[config.mk]
export PLATFORM = sky130hd
export DESIGN_NAME = mem_port_arbiter
export DESIGN_NICKNAME = d
export VERILOG_FILES = /design/src/rtl/mem_port_arbiter.sv
export SDC_FILE = /design/constraint.sdc
export NUM_CORES = 1
export LEC_CHECK = 0
export ABC_AREA = 1
export BUFFER_PORTS_ARGS = -buffer_cell sky130_fd_sc_hd__buf_2
export CAP_MARGIN = 20
export CORE_AREA = 10 10 206 208
export CTS_BUF_LIST = sky130_fd_sc_hd__clkbuf_4 sky130_fd_sc_hd__clkbuf_8
export CTS_CLUSTER_DIAMETER = 40
export DETAILED_ROUTE_END_ITERATION = 8
export DIE_AREA = 0 0 216 218
export PLACE_DENSITY = 0.69
export SETUP_SLACK_MARGIN = 0.1
export SLEW_MARGIN = 20
export SYNTH_ARGS = -nofsm -noshare
export SYNTH_HDL_FRONTEND = slang
export SYNTH_SLANG_ARGS = --single-unit
[constraint.sdc]
create_clock -name clk -period 2.1 [get_ports clk]
set_input_delay 0.315 -clock clk [delete_from_list [all_inputs] [get_ports clk]]
set_output_delay 0.315 -clock clk [all_outputs]
set_load 0.005 [all_outputs]
[src/rtl/mem_port_arbiter.sv]
// Shares one memory port between instruction fetch (two 8-byte beats) and data access (one beat).
// Data access takes 2+ cycles request-to-done; fetch takes 3+ cycles; the next grant comes one cycle after a done pulse.
// mem_req is held until mem_ready or timeout; waiting requesters see busy and hold their req level.
module mem_port_arbiter #(
   parameter int TIMEOUT = 16
) (
   input  logic        clk,
   input  logic        rst_n,
   input  logic        f_req,
   input  logic [63:0] f_addr,
   input  logic        f_flush,
   output logic        f_done,
   output logic [79:0] f_instr,
   output logic        f_err,
   output logic        f_busy,
   input  logic        m_req,
   input  logic        m_we,
   input  logic [63:0] m_addr,
   input  logic [63:0] m_wdata,
   output logic        m_done,
   output logic [63:0] m_rdata,
   output logic        m_err,
   output logic        m_busy,
   output logic        mem_req,
   output logic        mem_we,
   output logic [63:0] mem_addr,
   output logic [63:0] mem_wdata,
   input  logic [63:0] mem_rdata,
   input  logic        mem_ready,
   input  logic        mem_err
);

   localparam int CW = (TIMEOUT > 2) ? $clog2(TIMEOUT) : 1;
   localparam logic [CW-1:0] CNT_LAST = CW'(TIMEOUT - 1);

   typedef enum logic [1:0] {IDLE, F_BEAT0, F_BEAT1, M_ACC} state_t;

   state_t        state_q, state_d;
   logic [CW-1:0] cnt_q, cnt_d;
   logic          cancel_q, cancel_d;
   logic          cancel_now;
   logic          timeout;

   logic          mem_req_d, mem_we_d;
   logic [63:0]   mem_addr_d, mem_wdata_d;
   logic          f_done_d, f_err_d;
   logic [79:0]   f_instr_d;
   logic          m_done_d, m_err_d;
   logic [63:0]   m_rdata_d;

   // A flush arriving in the same cycle as the beat's ready must still cancel.
   assign cancel_now = cancel_q | f_flush;
   assign timeout    = !mem_ready && (cnt_q == CNT_LAST);

   // Busy is combinational so stall logic can hold the stage in the request cycle itself.
   assign f_busy = rst_n && ((state_q == IDLE && f_req) || state_q == F_BEAT0 || state_q == F_BEAT1);
   assign m_busy = rst_n && ((state_q == IDLE && m_req) || state_q == M_ACC);

   // State, per-beat wait counter and fetch-cancel flag.
   always_ff @(posedge clk or negedge rst_n) begin
      if (!rst_n) begin
         state_q  <= IDLE;
         cnt_q    <= '0;
         cancel_q <= 1'b0;
      end else begin
         state_q  <= state_d;
         cnt_q    <= cnt_d;
         cancel_q <= cancel_d;
      end
   end

   // Next-state and next-output logic for every grant/beat/completion decision.
   always_comb begin
      state_d     = state_q;
      cnt_d       = cnt_q;
      cancel_d    = cancel_q;
      mem_req_d   = mem_req;
      mem_we_d    = mem_we;
      mem_addr_d  = mem_addr;
      mem_wdata_d = mem_wdata;
      f_done_d    = 1'b0;
      f_err_d     = 1'b0;
      f_instr_d   = f_instr;
      m_done_d    = 1'b0;
      m_err_d     = 1'b0;
      m_rdata_d   = m_rdata;
      case (state_q)
         IDLE: begin
            // Turnaround cycle: a requester still holding req in its done cycle is not re-granted.
            if (!f_done && !m_done) begin
               if (m_req) begin
                  state_d     = M_ACC;
                  cnt_d       = '0;
                  mem_req_d   = 1'b1;
                  mem_we_d    = m_we;
                  mem_addr_d  = m_addr;
                  mem_wdata_d = m_wdata;
               end else if (f_req) begin
                  state_d     = F_BEAT0;
                  cnt_d       = '0;
                  cancel_d    = 1'b0;
                  mem_req_d   = 1'b1;
                  mem_we_d    = 1'b0;
                  mem_addr_d  = f_addr;
                  mem_wdata_d = '0;
               end
            end
         end
         F_BEAT0, F_BEAT1: begin
            cancel_d = cancel_now;
            if (mem_ready) begin
               if (cancel_now) begin
                  state_d   = IDLE;
                  mem_req_d = 1'b0;
                  cancel_d  = 1'b0;
               end else if (state_q == F_BEAT0 && !mem_err) begin
                  // mem_req stays high; only the address moves on to the second beat.
                  state_d         = F_BEAT1;
                  cnt_d           = '0;
                  f_instr_d[63:0] = mem_rdata;
                  mem_addr_d      = mem_addr + 64'd8;
               end else begin
                  // Either a clean second beat or an error on either beat ends the fetch.
                  state_d   = IDLE;
                  mem_req_d = 1'b0;
                  f_done_d  = 1'b1;
                  f_err_d   = mem_err;
                  if (!mem_err) begin
                     f_instr_d[79:64] = mem_rdata[15:0];
                  end
               end
            end else if (timeout) begin
               state_d   = IDLE;
               mem_req_d = 1'b0;
               cancel_d  = 1'b0;
               f_done_d  = !cancel_now;
               f_err_d   = !cancel_now;
            end else begin
               cnt_d = cnt_q + CW'(1);
            end
         end
         M_ACC: begin
            if (mem_ready) begin
               state_d   = IDLE;
               mem_req_d = 1'b0;
               m_done_d  = 1'b1;
               m_err_d   = mem_err;
               if (!mem_we) begin
                  m_rdata_d = mem_rdata;
               end
            end else if (timeout) begin
               state_d   = IDLE;
               mem_req_d = 1'b0;
               m_done_d  = 1'b1;
               m_err_d   = 1'b1;
            end else begin
               cnt_d = cnt_q + CW'(1);
            end
         end
         default: state_d = IDLE;
      endcase
   end

   // Registered outputs, all cleared by reset.
   always_ff @(posedge clk or negedge rst_n) begin
      if (!rst_n) begin
         mem_req   <= 1'b0;
         mem_we    <= 1'b0;
         mem_addr  <= '0;
         mem_wdata <= '0;
         f_done    <= 1'b0;
         f_err     <= 1'b0;
         f_instr   <= '0;
         m_done    <= 1'b0;
         m_err     <= 1'b0;
         m_rdata   <= '0;
      end else begin
         mem_req   <= mem_req_d;
         mem_we    <= mem_we_d;
         mem_addr  <= mem_addr_d;
         mem_wdata <= mem_wdata_d;
         f_done    <= f_done_d;
         f_err     <= f_err_d;
         f_instr   <= f_instr_d;
         m_done    <= m_done_d;
         m_err     <= m_err_d;
         m_rdata   <= m_rdata_d;
      end
   end

endmodule

==> results of run 1 <==
-- routing by layer --
layer / vias to the layer above / part of all wire (%) / wire [µm] / global-route usage (%)
met1: 7498 / 37 / 24100 / 28.7
met4: 0 / 4.7 / 3030 / 12.5
li1: 7362 / - / - / -
met3: 165 / 10 / 6550 / 8.25
met2: 851 / 48 / 30900 / 42.0
met5: - / 0 / 0 / 0
-- registers in the layout (all words and copies together) (netlist names) --
| signal | flops |
|---|---|
| cancel_q | 1 |
| cnt_q | 4 |
| f_done | 1 |
| f_err | 1 |
| f_instr | 80 |
| m_done | 1 |
| m_err | 1 |
| m_rdata | 64 |
| mem_addr | 64 |
| mem_req | 1 |
| mem_wdata | 64 |
| mem_we | 1 |
| state_q | 2 |
-- area by class of cell --
cell class	instances	share of cell area (%)
multi-input combinational	1266	29.3
sequential	285	33.1
antenna	14	0.163
timing repair buffer	760	24.6
inverter	193	3.46
clock inverter	26	1.45
clock buffer	80	4.88
tap	518	3.01
-- worst paths after layout --
check | from | endpoint
max | state_q[0] | f_busy
min | f_addr[4] | mem_addr[4]
max reg2reg | state_q[1] | mem_addr[17]
min reg2reg | f_instr[69] | f_instr[69]
max in group asynchronous | rst_n | f_instr[28]
min in group asynchronous | rst_n | mem_req
-- worst max-delay path, stage by stage, from the launching register on --
cell and delay, ps:
dfrtp_2 420, buf_4 150, ha_4 160, nor2_2 130
a21oi_2 80, buf_4 150
-- layout by cell type, fill, tap and decap left out, types with 7 or more instances in the layout --
cell type      netlist  routed
inv_1              191     185
clkbuf_8             0      72
clkinv_2             0      13
diode_2              0      14
nand4_1              8       8
o21ai_0            285     279
buf_6                4       7
nand3_1             99      97
a21oi_1             53      38
o21bai_1            11      11
dfrtp_1            285     281
nor2_1             329     257
nor2_2               5      52
buf_12               0      18
clkbuf_16            0      13
a31oi_1             14      14
nor2_4               5      30
nand2_2              3      10
a21oi_2              0      14
nand2_1            376     368
buf_4                4      40
xor2_1              10      10
buf_2               20     539
o21ai_2             16      19
dlygate4sd3_1        0     136
clkbuf_4             0       8
-- through the flow --
stage / TNS, ps / std cells / hold slack [ps]
4_1_cts: -2.90 / 3099 / 0.313
3_3_place_gp: 0 / 2845 / 168
6_report: 0 / 3142 / 25.8
5_1_grt: -0.857 / 3136 / 30.1
3_5_place_dp: -85.6 / 2845 / 169
2_1_floorplan: 0 / 1837 / 19.4
-- cells in the mapped netlist --
| cell | count | area (µm²) |
|---|---|---|
| nand2_1 | 376 | 1410 |
| nor2_1 | 329 | 1230 |
| dfrtp_1 | 285 | 7130 |
| o21ai_0 | 285 | 1430 |
| inv_1 | 191 | 717 |
| nand3_1 | 99 | 495 |
| clkbuf_1 | 60 | 225 |
| a21oi_1 | 53 | 265 |
| buf_2 | 20 | 100 |
| o21ai_2 | 16 | 140 |
| a31oi_1 | 14 | 87.6 |
| o21bai_1 | 11 | 82.6 |
| xor2_1 | 10 | 87.6 |
| a22oi_1 | 9 | 67.6 |
| nand4_1 | 8 | 50.1 |
| ha_1 | 7 | 87.6 |
| xnor2_1 | 6 | 52.6 |
| buf_1 | 5 | 18.8 |
| nor2_2 | 5 | 31.3 |
| nor2_4 | 5 | 56.3 |
| buf_4 | 4 | 30.0 |
| buf_6 | 4 | 45.0 |
| o21a_1 | 4 | 30.0 |
| or2_2 | 4 | 25.0 |
| nand2_2 | 3 | 18.8 |
| nor3_1 | 3 | 15.0 |
| o22ai_1 | 3 | 18.8 |
| inv_2 | 2 | 7.51 |
| o21ai_1 | 2 | 10.0 |
| a211oi_1 | 1 | 7.51 |
| a21oi_4 | 1 | 16.3 |
| a32o_1 | 1 | 10.0 |
| and2_1 | 1 | 6.26 |
| nand3b_1 | 1 | 7.51 |
| nand4_2 | 1 | 12.5 |
| nor3_2 | 1 | 10.0 |
| o211ai_1 | 1 | 7.51 |
| o221ai_1 | 1 | 8.76 |
| o31ai_1 | 1 | 7.51 |
| o32a_1 | 1 | 10.0 |
| o41ai_1 | 1 | 8.76 |
| or2_1 | 1 | 6.26 |
| or3_1 | 1 | 6.26 |
-- repair_timing --
item,CTS,global route
pin swaps,6,7
hold buffers,137,0
setup buffers,6,16
gates resized for setup,40,142
cloned,5,13
endpoints found under the hold margin,403,0
setup endpoints to repair,60,127
-- cell families after synthesis --
kind of cell	Yosys count
AOI/OAI and AO/OA	405
xor gates and xnor gates	16
adders and majority gates	7
buffers and inverters	286
DFF	285
and+or+nand+nor	838
-- power by group --
group | internal (W) | switching (W)
clock network | 0.00401 | 0.00271
registers | 0.00796 | 0.00217
logic | 0.00718 | 0.00959
total | 0.0192 | 0.0145
==> flow_summary.toml, run 1 <==
[sta]
slew_headroom_pct = 41.7
rsz0062_at_grt = "yes"
worst_slack_ps = 47.6
drv_slew = 0
finalHoldViolations = 0
tightest_slew_ps = 875
finClkSkew_ps = 53.7
period_needed_ps = 2050
fin_crit_sh_pct = 97.7
fmax_ghz = 0.487
setup_violations = 0

[floorplanning]
pin_count = 544
dieWidth_um = 216
rows = 72
die_y_um = 218
coreArea_um2 = 38300
start_util_pct = 36.8
dieArea_um2 = 47100

[clock_tree]
numCtsBuffers = 57
clk_pin_slew_ps = 60
root_buffer = "clkbuf_8"
cts.sinks = 285
cts-htree-levels = 2
cts_max_path_buffers = 3
clk-insertion-delay-late_ps = 670
cts_tree = "done"

[placement]
place_area_um2 = 17600
gp_congestion = 0.951
io_buffers = 543
detailedPlace.worstSlack_ps = -52.9
hpwlAfterDp_um = 44200

[min_path]
hold_depth = 5
hold_class = "in2reg"

[pwr]
total_power_w = 0.0336
p_leak_nw = 10.9
ir_drop_mv = 1.03
power_density_nw_per_um2 = 1560

[synthesis]
yosys.area_share.simple_pct = 24.0
yosys.area_share.adder_pct = 0.621
synth_cell_types = 43
avgSynthCellArea_um2 = 7.67
ys_seq_area_share_pct = 50.6
synthMuxAreaShare_pct = 0
ys_ff_latch = 285
synth_compound_area_share_pct = 15.6
syn_nets = 2108
synth_xor_area_share_pct = 0.994
synth_area_um2 = 14100
netlist_instances = 1837
synth_top_family_by_area = "simple AND/OR/NAND/NOR gates"
yosys_warnings = 0

[grt]
antenna_found_initial = 10
grt_max_degree = 158
grt_pass1_wl_um = 93400
track_usage_pct = 25.2
gr-total-overflow = 0
grt_pass1_vias = 15800

[worst_setup_path]
crit_type = "reg2out"
start_kind = "register"
cp_max_fo = 3
crit_path_end_kind = "output pin"
cp_data_required_time_ps = 1780
r2r_setup_slack_ps = 110
reg2reg_depth = 13
crit_arrival_ps = 1740

[finish]
multi_input_area_um2 = 6320
nFillCells = 3384
drive_gt1_share_pct = 34.0
nets = 2834
seq_area_um2 = 7140
syn2layout_area_growth_pct = 52.9
fin_util_pct = 56.3
stdcell_area_um2 = 21600

[status]
status = "finished, final reports clean"

[detailed_routing]
vias = 15900
drc = 0
wire_per_inst_um = 20.5
wl_um = 64600
drt_first_pass_iters = 5
drtAntennaViolNets = 0
routed_via_density = 5.05
drtIter0Drc = 1254

[run]
cap_violations = 0
Power figures use the tool's default switching activity.
==> run 2, diff against run 1 <==
--- a/config.mk
+++ b/config.mk
@@ -6,14 +6,14 @@
 export NUM_CORES = 1
 export LEC_CHECK = 0
 export ABC_AREA = 1
-export BUFFER_PORTS_ARGS = -buffer_cell sky130_fd_sc_hd__buf_2
 export CAP_MARGIN = 20
 export CORE_AREA = 10 10 206 208
 export CTS_BUF_LIST = sky130_fd_sc_hd__clkbuf_4 sky130_fd_sc_hd__clkbuf_8
 export CTS_CLUSTER_DIAMETER = 40
 export DETAILED_ROUTE_END_ITERATION = 8
 export DIE_AREA = 0 0 216 218
-export PLACE_DENSITY = 0.69
+export DONT_BUFFER_PORTS = 1
+export PLACE_DENSITY = 0.57
 export SETUP_SLACK_MARGIN = 0.1
 export SLEW_MARGIN = 20
 export SYNTH_ARGS = -nofsm -noshare
==> run 2 against run 1 <==
Effect of this change:
- the run now ends with hold timing left
- wire length shrank 8.2%
- largest cell class unchanged
- core utilization down 7.8 points
- combinational power is 33% lower
- clock skew shrank 26 ps
- clock power decreased by 5.3%
- worst hold slack got worse by 640 ps
- count of clock-buffer cells in the layout down 4
- register-to-register slack barely moved
==> flow_summary.toml, run 2 (same netlist as run 1, synthesis figures left out) <==
[worst_setup_path]
start_kind = "register"
crit_chain = "inv_2, ha_4, inv_1, nor2_4, nand4_4, a21oi_4, clkinv_4, clkbuf_16, nor2_1, a22oi_1"
timing.critical_path.slowest_cell_delay_ps = 410
crit_path_end_kind = "register"
crit_slowest_cell = "dfrtp_1"
critPathTopFamily = "buffers and inverters"
crit_arrival_ps = 2470
cp_max_fo = 14
cp_data_required_time_ps = 2580
r2r_setup_slack_ps = 110
crit_buf_inv = 4
crit_type = "reg2reg"

[status]
violations = "hold timing"
status = "complete, but fails checks"

[sta]
rsz0062_at_grt = "yes"
setup_tns_ps = 0
period_needed_ps = 1990
setup_violations = 0
finalHoldViolations = 285
whs_ps = -611
slew_headroom_pct = 57.6
tightest_slew_ps = 629
finClkSkew_ps = 27.7
fmax_ghz = 0.504
drv_slew = 0
fin_crit_sh_pct = 94.5

[grt]
grt_pass1_vias = 13700
grt_pass1_wl_um = 86300
grt_max_degree = 287
gr-total-overflow = 0
antenna_found_initial = 10
track_usage_pct = 23.6

[floorplanning]
dieWidth_um = 216
dieArea_um2 = 47100
die_y_um = 218
pin_count = 544
coreArea_um2 = 38300
rows = 72
start_util_pct = 36.8

[pwr]
total_power_w = 0.0286
power_density_nw_per_um2 = 1540
p_leak_nw = 8.66
ir_drop_mv = 1.06

[clock_tree]
clk_pin_slew_ps = 60
cts.sinks = 285
cts-htree-levels = 2
clk-insertion-delay-late_ps = 640
cts_max_path_buffers = 3
cts_tree = "done"
numCtsBuffers = 54
root_buffer = "clkbuf_8"

[placement]
hpwlAfterDp_um = 41000
gp_congestion = 0.940
io_buffers = 0

[detailed_routing]
drc = 0
drtAntennaViolNets = 0
vias = 13600
wl_um = 59200
drt_first_pass_iters = 6
wire_per_inst_um = 22.4
routed_via_density = 5.15
drtIter0Drc = 1139

[finish]
final_cell_mix = "372 x nand2_1, 319 x nor2_1, 283 x o21ai_0, 283 x dfrtp_1, 197 x dlygate4sd3_1"
nFillCells = 3611
nets = 2350
syn2layout_area_growth_pct = 31.7
final_common_cell = "nand2_1"
largest_reg_flops = 80
drive_gt1_share_pct = 11.8
largest_register = "f_instr"

[min_path]
hold_class = "in2async"

[run]
cap_violations = 0
-- run 2: cell types whose count changed in the layout (fill, tap and decap cells not counted), sizes merged --
cell,delta
buf,-532
clkbuf,-14
clkinv,-2
clkinvlp,+1
diode,-12
dlygate4sd3,+61
inv,-2
-- run 2: through the flow --
step	setup WS, ps	hold WS (ps)	utilization (%)	instance area, µm²	instances
floorplan	297	19.4	-	14100	1837
global placement	101	28.3	39.0	14900	2325
detailed placement	39.3	29.2	39.0	14900	2325
CTS	49.1	-682	47.6	18200	2621
global route	21.5	-664	48.5	18600	2641
finish	115	-611	48.5	18600	2642
-- run 2: worst register-to-register path: cells and delay by family (launching register included) --
family / cells / cell delay, ps
AND/OR/NAND/NOR: 3 / 410
AO/OA/AOI/OAI: 2 / 330
buffers and inverters: 4 / 570
flip-flops: 1 / 410
adder cells (fa/ha/maj): 1 / 140
-- run 2: timing repair --
item,CTS,global route
endpoints found under the setup margin,14,64
hold endpoints to repair,540,286
gates cloned,0,5
setup buffers,0,13
hold buffers,197,2
resized for setup,8,35
pin swaps,1,6
-- run 2: worst paths after layout --
kind	cells after the start	from	to
max in group asynchronous	0	rst_n	m_rdata[39]
hold / removal	0	rst_n	mem_wdata[22]
hold reg to reg	2	f_instr[71]	f_instr[71]
setup reg to reg	10	state_q[1]	mem_addr[25]
min in group clk	4	f_addr[4]	mem_addr[4]
setup / recovery	10	state_q[1]	mem_addr[25]
-- run 2: where the power goes --
group / internal (W) / total (W) / switching, W
sequential: 0.00797 / 0.0109 / 0.00296
clock: 0.00380 / 0.00637 / 0.00257
combinational: 0.00433 / 0.0113 / 0.00695
-- run 2: metal layers --
layer | up-vias | wire [µm] | GRT usage (%)
met1 | 6399 | 22200 | 26.9
met3 | 110 | 6770 | 9.86
met5 | - | 102 | 0
li1 | 6364 | - | -
met4 | 14 | 1710 | 8.55
met2 | 713 | 28500 | 39.2
-- run 2: final cells by class --
class	count	area (µm²)	area share, %
repair buffers	279	2800	15.1
diodes	2	5.00	0.0270
clock buffers	76	990	5.33
well taps	518	648	3.49
clock inverters	23	283	1.52
inverters	193	732	3.94
multi-input cells	1266	5970	32.2
flip-flops and latches	285	7130	38.4
